===== config.mk =====
export PLATFORM = sky130hd
export DESIGN_NAME = bp_cce_pending_bits
export DESIGN_NICKNAME = d
export VERILOG_FILES = /design/src/rtl/bp_cce_pkg.sv /design/src/rtl/bp_cce_pending_idx.sv /design/src/rtl/bp_cce_pending_bits.sv
export SDC_FILE = /design/constraint.sdc
export NUM_CORES = 1
export LEC_CHECK = 0
export CAP_MARGIN = 10
export CORE_ASPECT_RATIO = 1.25
export CORE_MARGIN = 4
export CORE_UTILIZATION = 53
export DETAILED_ROUTE_END_ITERATION = 8
export PLACE_DENSITY_LB_ADDON = 0.12
export SYNTH_ARGS = -nofsm -noshare
export SYNTH_HDL_FRONTEND = slang
export SYNTH_SLANG_ARGS = --single-unit

===== constraint.sdc =====
create_clock -name clk_i -period 4.6 [get_ports clk_i]
set_clock_uncertainty 0.15 [all_clocks]
set_input_delay 0.92 -clock clk_i [delete_from_list [all_inputs] [get_ports clk_i]]
set_output_delay 0.92 -clock clk_i [all_outputs]
set_load 0.03 [all_outputs]

===== src/rtl/bp_cce_pkg.sv =====
// Shared types and helpers for the CCE pending-bit store: counter step result and address hash.
// Purely combinational definitions; no state, no flow control.
package bp_cce_pkg;

  localparam int unsigned bp_cce_cnt_max_width_gp  = 16;
  localparam int unsigned bp_cce_addr_max_width_gp = 128;

  typedef struct packed {
    logic [bp_cce_cnt_max_width_gp-1:0] cnt;
    logic                               err;
  } bp_cce_pending_cnt_s;

  // Folds the L bits above the offset field onto the next L bits to spread interleaved blocks.
  function automatic logic [15:0] bp_cce_hash_idx(
    input logic [bp_cce_addr_max_width_gp-1:0] addr,
    input int unsigned                         base,
    input int unsigned                         lg
  );
    logic [bp_cce_addr_max_width_gp-1:0] mask;
    logic [bp_cce_addr_max_width_gp-1:0] lo;
    logic [bp_cce_addr_max_width_gp-1:0] hi;
    mask = (bp_cce_addr_max_width_gp'(1) << lg) - bp_cce_addr_max_width_gp'(1);
    lo   = (addr >> base) & mask;
    hi   = (addr >> (base + lg)) & mask;
    return 16'(lo ^ hi);
  endfunction

  // Saturating step: a blocked inc/dec keeps the count and raises err.
  function automatic bp_cce_pending_cnt_s bp_cce_cnt_step(
    input logic [bp_cce_cnt_max_width_gp-1:0] cur,
    input logic [bp_cce_cnt_max_width_gp-1:0] max_cnt,
    input logic                               inc
  );
    bp_cce_pending_cnt_s res;
    res.cnt = cur;
    res.err = 1'b0;
    if (inc) begin
      if (cur == max_cnt) res.err = 1'b1;
      else                res.cnt = cur + 1'b1;
    end else begin
      if (cur == '0) res.err = 1'b1;
      else           res.cnt = cur - 1'b1;
    end
    return res;
  endfunction

endpackage


===== src/rtl/bp_cce_pending_idx.sv =====
// Address to way-group index, direct or hashed; combinational, zero latency.
// No flow control: the index follows the address and bypass bit every cycle.
module bp_cce_pending_idx
  import bp_cce_pkg::*;
#(
  parameter int paddr_width_p = 40,
  parameter int lg_groups_p   = 6,
  parameter int offset_p      = 6,
  parameter int cce_bits_p    = 0
) (
  input  logic [paddr_width_p-1:0] addr,
  input  logic                     bypass,
  output logic [lg_groups_p-1:0]   idx
);

  logic [bp_cce_addr_max_width_gp-1:0] addr_ext;
  logic [15:0]                         hash;
  logic                                unused_hash;

  assign addr_ext    = bp_cce_addr_max_width_gp'(addr);
  assign hash        = bp_cce_hash_idx(addr_ext, offset_p + cce_bits_p, lg_groups_p);
  assign unused_hash = ^hash;

  // Bypass indexes straight off the block offset and ignores CCE interleave bits.
  assign idx = bypass ? addr_ext[offset_p +: lg_groups_p] : hash[lg_groups_p-1:0];

endmodule


===== src/rtl/bp_cce_pending_bits.sv =====
// Pending-bit store: saturating counter per way-group, writes land at the edge, reads return 1 cycle later.
// Never stalls; same-idx read sees the pre-write count unless BP_CCE_PENDING_FWD_EN is defined.
module bp_cce_pending_bits
  import bp_cce_pkg::*;
#(
  parameter int num_way_groups_p = 64,
  parameter int paddr_width_p    = 40,
  parameter int block_width_p    = 512,
  parameter int num_cce_p        = 1,
  parameter int cnt_width_p      = 4
) (
  input  logic                     clk_i,
  input  logic                     reset_n_i,
  input  logic                     w_v_i,
  input  logic [paddr_width_p-1:0] w_addr_i,
  input  logic                     w_addr_bypass_i,
  input  logic                     pending_i,
  input  logic                     r_v_i,
  input  logic [paddr_width_p-1:0] r_addr_i,
  input  logic                     r_addr_bypass_i,
  output logic                     pending_v_o,
  output logic                     pending_o,
  output logic                     error_o
);

  localparam int lg_groups_lp = $clog2(num_way_groups_p);
  localparam int offset_lp    = $clog2(block_width_p / 8);
  localparam int cce_bits_lp  = (num_cce_p > 1) ? $clog2(num_cce_p) : 0;
  localparam logic [cnt_width_p-1:0] cnt_max_lp = '1;

  logic [lg_groups_lp-1:0] w_idx;
  logic [lg_groups_lp-1:0] r_idx;
  logic [cnt_width_p-1:0]  cnt_r [num_way_groups_p];
  bp_cce_pending_cnt_s     w_step;
  logic [cnt_width_p-1:0]  w_nxt;
  logic [cnt_width_p-1:0]  r_val;
  logic                    unused_step;

  bp_cce_pending_idx #(
    .paddr_width_p(paddr_width_p),
    .lg_groups_p  (lg_groups_lp),
    .offset_p     (offset_lp),
    .cce_bits_p   (cce_bits_lp)
  ) w_idx_inst (
    .addr  (w_addr_i),
    .bypass(w_addr_bypass_i),
    .idx   (w_idx)
  );

  bp_cce_pending_idx #(
    .paddr_width_p(paddr_width_p),
    .lg_groups_p  (lg_groups_lp),
    .offset_p     (offset_lp),
    .cce_bits_p   (cce_bits_lp)
  ) r_idx_inst (
    .addr  (r_addr_i),
    .bypass(r_addr_bypass_i),
    .idx   (r_idx)
  );

  always_comb begin
    w_step = bp_cce_cnt_step(bp_cce_cnt_max_width_gp'(cnt_r[w_idx]),
                             bp_cce_cnt_max_width_gp'(cnt_max_lp),
                             pending_i);
  end

  assign w_nxt       = w_step.cnt[cnt_width_p-1:0];
  assign unused_step = ^w_step.cnt;

`ifdef BP_CCE_PENDING_FWD_EN
  assign r_val = (w_v_i && (w_idx == r_idx)) ? w_nxt : cnt_r[r_idx];
`else
  assign r_val = cnt_r[r_idx];
`endif

  always_ff @(posedge clk_i or negedge reset_n_i) begin
    if (!reset_n_i) begin
      for (int i = 0; i < num_way_groups_p; i++) cnt_r[i] <= '0;
    end else if (w_v_i) begin
      cnt_r[w_idx] <= w_nxt;
    end
  end

  // pending_o holds its last result across idle cycles; only pending_v_o marks freshness.
  always_ff @(posedge clk_i or negedge reset_n_i) begin
    if (!reset_n_i) begin
      pending_v_o <= 1'b0;
      pending_o   <= 1'b0;
    end else begin
      pending_v_o <= r_v_i;
      if (r_v_i) pending_o <= (r_val != '0);
    end
  end

  always_ff @(posedge clk_i or negedge reset_n_i) begin
    if (!reset_n_i) error_o <= 1'b0;
    else if (w_v_i && w_step.err) error_o <= 1'b1;
  end

endmodule


==> summary.md <==
| Metric | Value |
|---|---|
| GRT Total Usage | 32.2% |
| Worst slack, placed | -0.908 ns |
| Die height | 190 um |
| Largest family of logic cells by synthesized area | multiplexers |
| Crit start category | input pin |
| Largest net degree at the start of global routing | 121 |
| MaxCap Viol Count | 0 |
| Post-Syn Instances | 1,230 |
| Crit path cell chain | clkdlybuf4s50_1, or4b_2, o22ai_1, a31oi_2, or2_4, nor3_4, a211o_1, nor4_4, inv_1, ha_2, inv_1, a211oi_1, buf_4, mux2i_4, xnor2_4, buf_12, buf_12, mux2_2 |
| Synthesized area | 0.0140 mm2 |
| Status | completed |
| Main flop type after synthesis | dfrtp_1 |
| Dpl cells | 1,725 |
| Worst setup margin | 0.0316 ns |
| Clock Tree Buf Depth | 3 |
| Worst Setup SP | w_addr_i[9] |
| Avg WL per Cell | 27.2 um |
| Vias in the first global route | 12,130 |
| Post-Synth Simple-Gate Area | 11.9% |
| Worst r2r path cells | 15 |
| Register area | 0.00648 mm2 |
| Biggest cell delay along the critical path | 0.68 ns |
| Cell area after layout | 0.0176 mm2 |
| P_leak | 0.00794 uW |
| Commonest non-fill, non-tap cell in the layout | mux2_2 |
| Number of synthesized flops with an enable pin | 0 |
| Synth async-reset ratio | 100% |
| # rows | 66 |
| Initial drt markers | 1,160 |
| Die width | 153 um |
| Layout net count | 1,515 |
| Clock transition at the registers of the reported paths | 0.06 ns |
| Power per cell area | 493 mW/mm2 |
| Layout cells sized above 1 | 39.8% |
| Worst r2r dst | cnt_r[92] |
| Hold WS | 0.316 ns |
| Sink Count | 259 |
| Final hold violations | 0 |
| Antenna-violating nets left | 0 |
| Max-slew violation count | 0 |
| Routed via count | 11,874 |
| Max transition margin | 27.1% |
| Adder-Cell Fraction of Synth Area | 0.179% |
| Synth Net Count | 1,319 |
| DRC | 0 |
| XOR/XNOR share of the synthesized area | 1.55% |
| GR Overflow Total | 0 |
| Sequential share of the synthesized area | 46.3% |
| GPL Wtd Cong | 1.00 |
| Worst-margin pin slew | 1.09 ns |
| Peak Freq | 219 MHz |
| Total wire length | 48.6 mm |
| Max H-tree Level | 1 |
| Compound-cell area share of the yosys netlist | 10.6% |
| Crit path arrival time | 4.83 ns |
| Max FO, Critical Path | 8 |
| Area Growth Syn to Fin | 25.6% |
| First-pass GRT wire length | 72.6 mm |
| Core outline area | 0.0260 mm2 |
| Maximum vdd drop | 0.369 mV |
| # setup viols final | 0 |
| I/O Buffers | 33 |
| Initial antenna violation count | 0 |
| Multi-input gate area | 0.00737 mm2 |
| Vias per inst | 6.64 |
| Fill cells | 2,019 |
| Root Driver | clkbuf_16 |
| DP HPWL | 34.6 mm |
| DR pass1 iterations | 5 |
| Avg Cell Area, Syn | 11.4 um2 |
| Mux contribution to synthesized area | 26.7% |
| Slowest-stage cell, CP | or4b_2 |
| CTS tree | done |
| Synth warn | 0 |
| Most frequent cells in the layout | 261 x mux2_2, 259 x dfrtp_1, 176 x buf_4 |
| Critical Path RT | 4.86 ns |
| RR Startpoint | cnt_r[1] |
| Crit path capture type | flop |
| Class of the worst hold path | input pin to asynchronous set/reset pin |
| Crit path kind | input pin to flop |
| Clock latency on the worst-skew pair | 0.55 ns |
| Final worst-path cycle share | 99.3% |
| Worst Setup EP | cnt_r[92] |
| Crit path time final | 4.57 ns |
| Seq cells post-synth | 259 |
| CTS Buf Count | 27 |
| Synth cell types | 74 |
| Non-Filler Instances | 1,787 |
| Post-DP Area | 0.0163 mm2 |
| Initial cell density of the core | 53.8% |
| Reg2reg setup slack | 0.79 ns |
| # IOs | 90 |
| Die area | 0.0291 mm2 |
[synth_stat cells, types with 14 or more instances]
cell type	number	area, um2
mux2i_1	50	500
nor3_1	55	275
nor4_1	20	125
a21oi_1	20	100
clkbuf_1	33	124
a31oi_1	14	87.6
or3_1	22	138
mux2_2	261	2940
nand2_1	55	206
a22oi_1	20	150
nor2_1	92	345
dfrtp_1	259	6480
o22ai_1	15	93.8
nand3_1	33	165
o21ai_0	34	170
buf_2	35	175
o311ai_0	21	184
[flip-flops by register name, summed over array words and instances (netlist names)]
name and flops:
cnt_r 256, error_o 1, pending_o 1, pending_v_o 1
[cells by family (layout without fill, tap and decap cells)]
family,count (synthesis),count (layout)
other cells,0,1
buf+inv,87,303
simple gates,331,331
xor+xnor,20,20
flops,259,259
compound gates,207,207
fa+ha+maj,2,2
mux,324,324
[cell type report]
cell class                      count  share of cell area [%]
Clock buffer                       38                    4.42
Tap cell                          340                    2.42
Inverter                            8                   0.171
Timing Repair Buffer              246                    13.4
Sequential cell                   259                    36.9
Antenna cell                        1                  0.0142
Multi-Input combinational cell    884                    42.0
Clock inverter                     11                   0.741
[routing by layer]
metal  vias up  GRT usage [%]  wire (um)
li1       5048              -          -
met1      5967           42.1      19000
met2       649           52.1      22400
met3       210           5.60       3950
met4         0           16.4       3140
met5         -              0          0
[power breakdown]
group / internal [uW] / total [uW] / switching (uW)
registers: 2860 / 3400 / 539
logic: 1480 / 3010 / 1530
clock network: 1340 / 2250 / 917
total: 5670 / 8660 / 2990
[stage by stage]
stage               utilization (%)  TNS [ns]  total power (uW)
floorplan                         -         0              4790
global placement               62.6   -210.03              6030
detailed placement             62.6   -220.58              6100
CTS                            66.4   -0.0228              8380
global route                   67.5   -0.0703              8980
finish                         67.5         0              8660
[timing repair]
item                       CTS  global route
resized for setup           21            35
setup endpoints to repair  256           256
hold buffers                 0             0
setup buffers                1             7
gates cloned                 0             5
pin swaps                    5             9
[how the worst min path moves through the flow]
stage / startpoint / endpoint
global placement: error_o / error_o
CTS: error_o / error_o
global route: error_o / error_o
detailed placement: error_o / error_o
finish: reset_n_i / cnt_r[82]
floorplan: cnt_r[155] / cnt_r[155]
[critical path: cells and delay by family]
family | cells | cell delay [ns]
compound gates | 4 | 0.82
fa+ha+maj | 1 | 0.18
xor+xnor | 1 | 0.17
simple gates | 4 | 1.28
buf+inv | 6 | 1.08
mux | 2 | 0.37
Power figures use the tool's default switching activity.
